==> src/rtl/hanoi_solver.sv <==
// Iterative Tower of Hanoi move generator: emits one legal move per accepted handshake
// and tracks peg occupancy, flagging any move that would break the stacking rule.
module hanoi_solver #(
  parameter int S = 4
) (
  input  logic         clk,
  input  logic         rst,
  input  logic         start,
  output logic         mv_valid,
  input  logic         mv_ready,
  output logic [1:0]   mv_fr,
  output logic [1:0]   mv_to,
  output logic [3:0]   mv_disk,
  output logic [S-1:0] mv_idx,
  output logic [S-1:0] peg0,
  output logic [S-1:0] peg1,
  output logic [S-1:0] peg2,
  output logic         busy,
  output logic         done,
  output logic         err
);

  typedef enum logic [1:0] {IDLE = 2'd0, OFFER = 2'd1, DONE = 2'd2} state_t;

  typedef struct packed {
    logic [1:0] fr;
    logic [1:0] to;
    logic [3:0] disk;
  } mv_t;

  localparam logic [S-1:0] LAST = '1;

  // Bit-serial residue mod 3, MSB first; avoids a generic divider.
  function automatic logic [1:0] mod3(input logic [S:0] v);
    logic [2:0] t;
    logic [1:0] r;
    r = '0;
    for (int i = S; i >= 0; i--) begin
      t = {r, v[i]};
      if (t >= 3'd3) t = t - 3'd3;
      r = t[1:0];
    end
    return r;
  endfunction

  function automatic mv_t calc(input logic [S-1:0] m);
    logic [S:0] w, wm1;
    logic [1:0] a, b;
    mv_t r;
    w   = {1'b0, m};
    wm1 = w - 1'b1;
    a   = mod3(w & wm1);
    b   = mod3((w | wm1) + 1'b1);
    // Even towers swap pegs 1/2 so the stack always lands on peg 2.
    if (S % 2 == 0) begin
      a = (a == 2'd1) ? 2'd2 : (a == 2'd2) ? 2'd1 : a;
      b = (b == 2'd1) ? 2'd2 : (b == 2'd2) ? 2'd1 : b;
    end
    r.disk = '0;
    for (int i = S - 1; i >= 0; i--)
      if (m[i]) r.disk = 4'(i + 1);
    r.fr = a;
    r.to = b;
    return r;
  endfunction

  state_t     state, nstate;
  mv_t        mv;
  logic [S-1:0] dmask, below, src, dst, n0, n1, n2;
  logic       last, bad;

  assign mv_fr    = mv.fr;
  assign mv_to    = mv.to;
  assign mv_disk  = mv.disk;
  assign mv_valid = (state == OFFER);
  assign busy     = (state == OFFER);
  assign done     = (state == DONE);
  assign last     = (mv_idx == LAST);

  always_comb begin
    dmask = '0;
    below = '0;
    for (int i = 0; i < S; i++) begin
      dmask[i] = (mv.disk == 4'(i + 1));
      below[i] = (4'(i + 1) < mv.disk);
    end
    case (mv.fr)
      2'd0:    src = peg0;
      2'd1:    src = peg1;
      default: src = peg2;
    endcase
    case (mv.to)
      2'd0:    dst = peg0;
      2'd1:    dst = peg1;
      default: dst = peg2;
    endcase
    bad = ~|(src & dmask) | (|(dst & below));
    n0  = (peg0 & ~((mv.fr == 2'd0) ? dmask : '0)) | ((mv.to == 2'd0) ? dmask : '0);
    n1  = (peg1 & ~((mv.fr == 2'd1) ? dmask : '0)) | ((mv.to == 2'd1) ? dmask : '0);
    n2  = (peg2 & ~((mv.fr == 2'd2) ? dmask : '0)) | ((mv.to == 2'd2) ? dmask : '0);
  end

  always_comb begin
    nstate = state;
    case (state)
      IDLE, DONE: if (start) nstate = OFFER;
      OFFER:      if (mv_ready && last) nstate = DONE;
      default:    nstate = IDLE;
    endcase
  end

  always_ff @(posedge clk) begin
    if (rst) state <= IDLE;
    else     state <= nstate;
  end

  always_ff @(posedge clk) begin
    if (rst) begin
      mv     <= '0;
      mv_idx <= '0;
      peg0   <= '1;
      peg1   <= '0;
      peg2   <= '0;
      err    <= 1'b0;
    end else if (state != OFFER) begin
      if (start) begin
        mv     <= calc(S'(1));
        mv_idx <= S'(1);
        peg0   <= '1;
        peg1   <= '0;
        peg2   <= '0;
        err    <= 1'b0;
      end
    end else if (mv_ready) begin
      peg0 <= n0;
      peg1 <= n1;
      peg2 <= n2;
      if (bad) err <= 1'b1;
      if (!last) begin
        mv_idx <= mv_idx + 1'b1;
        mv     <= calc(mv_idx + 1'b1);
      end
    end
  end

endmodule
==> config.mk <==
export PLATFORM = sky130hd
export DESIGN_NAME = hanoi_solver
export DESIGN_NICKNAME = d
export VERILOG_FILES = /design/src/rtl/hanoi_solver.sv
export SDC_FILE = /design/constraint.sdc
export NUM_CORES = 1
export LEC_CHECK = 0
export ABC_AREA = 0
export CELL_PAD_IN_SITES_DETAIL_PLACEMENT = 1
export CELL_PAD_IN_SITES_GLOBAL_PLACEMENT = 2
export CORE_AREA = 3 3 80 90
export DETAILED_ROUTE_END_ITERATION = 10
export DIE_AREA = 0 0 83 93
export PLACE_DENSITY = 0.83
export REMOVE_ABC_BUFFERS = 1
export SYNTH_ARGS = -nofsm -noshare
export SYNTH_HDL_FRONTEND = slang
export SYNTH_SLANG_ARGS = --single-unit
==> constraint.sdc <==
create_clock -name clk -period 5 [get_ports clk]
set_input_delay 1.25 -clock clk [delete_from_list [all_inputs] [get_ports clk]]
set_output_delay 1.25 -clock clk [all_outputs]
set_load 0.05 [all_outputs]
==> flow_summary.yaml <==
route:
  wl_per_cell_um: 16.2
  routed_wl_mm: 5.73
  avgViaCountPerCell: 5.39
  drc: 0
  firstDrtPassIters: 4
  drt_iter0_drc: 58
  drtAntennaViolNets: 0
  num_vias: 1902
setup_path:
  critPathKind: "flip-flop to flip-flop"
  crit_end: "mv_to[1]"
  reg2reg_depth: 18
  crit_path_end_kind: "flip-flop"
  crit_fanout: 14
  cp_cell_sequence: "ha_1, inv_1, ha_1, nand2b_4, nor2_1, o21ai_0, o311a_1, nor2_1, ha_1, nor2_1, o21ai_1, xnor2_1, a21oi_1, o21ba_2, ha_1, nor2_1, a311o_1, o311a_1"
  r2r-start: "mv_idx[0]"
  reg2reg_slack_ns: 0.77
  crit_slowest_cell: "dfxtp_1"
  cp.required_ns: 5.16
  max_stage_delay_ns: 0.62
  crit_arrival_ns: 4.40
  regToRegEndpoint: "mv_to[1]"
  startpoint: "mv_idx[0]"
  crit_path_start_kind: "flip-flop"
  crit_buf_inv: 1
  worst-path-stages: 18
  crit_family: "compound AO/OA/AOI/OAI gates"
power:
  p_per_area_nw_per_um2: 228
  pwr-share-comb: 0.219
  p_switching_uw: 157
  p_clk_frac: 0.344
  p_sw_frac: 0.304
  seq_power_share: 0.437
  ir_drop_uv: 122
  power.internal_uw: 360
  leakage_uw: 0.000780
logic_synthesis:
  netlist.area_leader.share: 0.275
  synth.distinct_cells: 49
  avgSynthCellArea_um2: 7.39
  async_flop_share: 0
  synth_area_leaders: "dfxtp_1 (28%), a21oi_1 (7.4%), nor2_1 (6.3%), ha_1 (6.0%), nand2_1 (5.8%)"
  yosysSeqAreaShare: 0.275
  ys_seq_elements: 26
  synth_edf_count: 0
  synth.most_common_cell: "nor2_1"
  synth_top_cell_by_area: "dfxtp_1"
  synth_area_um2: 1890
  synthCells: 256
  ys_top_cells_by_count: "nor2_1 (32), nand2_1 (29), a21oi_1 (28)"
  synth-main-ff-cell: "dfxtp_1"
  yosysWarnings: 0
final_layout:
  syn_to_final_growth_pct: 20.0
  fillCellCount: 808
  drive_above_1_share: 0.0517
  antenna_cells: 0
  finalNetCount: 285
  fin_util: 0.353
clocking:
  cts_tree: "done"
  post_cts_buffers: 0
  clock_sinks: 26
  cts_resized: 0
  holdBufCountCts: 0
  clock_path_buffers: 2
  numCtsBuffers: 3
  clk_latency_ns: 0.27
  htree_levels: 1
  cts-root-buf: "clkbuf_8"
  path_clk_slew_ns: 0.10
placement:
  gp_congestion: 0.788
  dp_hpwl_mm: 4.31
  io_buffers: 30
  dpl_worst_slack_ns: 0.803
sta:
  setup_tns_ns: 0
  fin_crit_ns: 4.23
  rsz0062_at_grt: "false"
  setup_viol: 0
  hold_viol_final: 0
  maxSlewHeadroom: 0.545
  period_share: 0.847
  worst_slew_pin_slew_ns: 0.681
  setup_ws_ns: 0.766
  slew_viol_final: 0
  fmax_mhz: 236
  final.hold.worst_slack_ns: 0.498
  finalClockSkew_ns: 0.00463
floorplanning:
  dieArea_um2: 7720
  core_um2: 6440
  io_pins: 32
  die_w_um: 83
  die_height_um: 93
  rows: 31
  initial_core_util: 0.294
grt:
  grt.met2_usage: 0.276
  grt_pass1_wl_mm: 9.47
  grt_pass1_vias: 1954
  busiest_layer: "met2"
  grt_util_all_layers: 0.147
  antenna_found_initial: 0
  grt_util_met3: 0.0220
  met1_usage: 0.181
  grt_max_degree: 20
  grt-ovfl-total: 0
flow_run:
  max_cap_violations: 0
run_status:
  outcome: "finished, final reports clean"
worst_hold_path:
  min-delay-path-class: "flip-flop to flip-flop"
cells in the final DEF (no fill, tap or decap), types with 2 or more instances in the layout:
| cell | synthesis | layout |
|---|---|---|
| a211oi_1 | 4 | 4 |
| a21oi_1 | 28 | 28 |
| a221o_1 | 2 | 2 |
| a31oi_1 | 5 | 5 |
| and3_1 | 4 | 4 |
| clkbuf_8 | 0 | 3 |
| clkdlybuf4s50_1 | 0 | 30 |
| dfxtp_1 | 26 | 26 |
| ha_1 | 9 | 9 |
| inv_1 | 7 | 7 |
| mux2i_1 | 8 | 8 |
| nand2_1 | 29 | 29 |
| nand2b_1 | 7 | 7 |
| nand3_1 | 8 | 8 |
| nand4_1 | 4 | 4 |
| nor2_1 | 32 | 32 |
| nor2b_1 | 5 | 5 |
| nor3_1 | 6 | 6 |
| nor3_2 | 2 | 2 |
| o21ai_0 | 16 | 16 |
| o21ai_1 | 4 | 4 |
| o311a_1 | 2 | 2 |
| o31ai_1 | 3 | 3 |
| xnor2_1 | 3 | 3 |
final cells by class:
type	instances	area (um2)	share of cell area
clock buffers	3	41.3	0.0182
clock inverters	1	30.0	0.0132
inverters	7	26.3	0.0116
multi-input cells	204	1250	0.550
flip-flops and latches	26	520	0.229
well taps	82	103	0.0452
repair buffers	30	300	0.132
layer usage:
layer  vias to the layer above  wire length [um]
li1                        940                 -
met2                        28              2960
met3                         2               147
met1                       932              2610
met5                         -                 0
met4                         0                11
worst register-to-register path, cell delays in order (launching register included):
cell and delay (ns):
dfxtp_1 0.62, ha_1 0.30, inv_1 0.13, ha_1 0.50
nand2b_4 0.21, nor2_1 0.04, o21ai_0 0.17, o311a_1 0.24
nor2_1 0.08, ha_1 0.21, nor2_1 0.18, o21ai_1 0.13
xnor2_1 0.23, a21oi_1 0.10, o21ba_2 0.26, ha_1 0.18
nor2_1 0.06, a311o_1 0.37, o311a_1 0.13
sequential cells by signal, summed over array words and instances, names as in the netlist:
register / flops
mv_idx: 4
peg0: 4
peg1: 4
peg2: 4
mv_disk: 3
mv_fr: 2
mv_to: 2
state: 2
err: 1
per-stage QoR:
stage | instance area [um2] | instances | total power, uW
global route | 2270 | 353 | 545
detailed placement | 2200 | 349 | 344
global placement | 2200 | 349 | 343
CTS | 2270 | 353 | 525
finish | 2270 | 353 | 517
floorplan | 1800 | 237 | 308
power groups by stage:
stage	Clock (uW)	Sequential [uW]	Combinational (uW)
after global routing	193	228	124
final	178	226	113
after floorplan	0	242	65.8
after global placement	0	230	112
after detailed placement	0	231	113
after CTS	185	226	114
cell families after synthesis:
| family | synth area share |
|---|---|
| other cells | 0.00198 |
| xor+xnor | 0.0271 |
| simple gates | 0.278 |
| flops | 0.275 |
| fa+ha+maj | 0.0595 |
| buf+inv | 0.0648 |
| compound gates | 0.239 |
| mux | 0.0542 |
worst min path at each step:
| stage | startpoint | slack, ns | depth (start not counted) | to |
|---|---|---|---|---|
| 2_1_floorplan | state[0] | 0.53 | 2 | state[0] |
| 3_3_place_gp | peg0[1] | 0.48 | 2 | peg0[1] |
| 3_5_place_dp | peg0[1] | 0.49 | 2 | peg0[1] |
| 4_1_cts | peg0[1] | 0.50 | 2 | peg0[1] |
| 5_1_grt | peg1[3] | 0.55 | 2 | peg1[3] |
| 6_report | peg0[1] | 0.50 | 2 | peg0[1] |
Power figures use the tool's default switching activity.
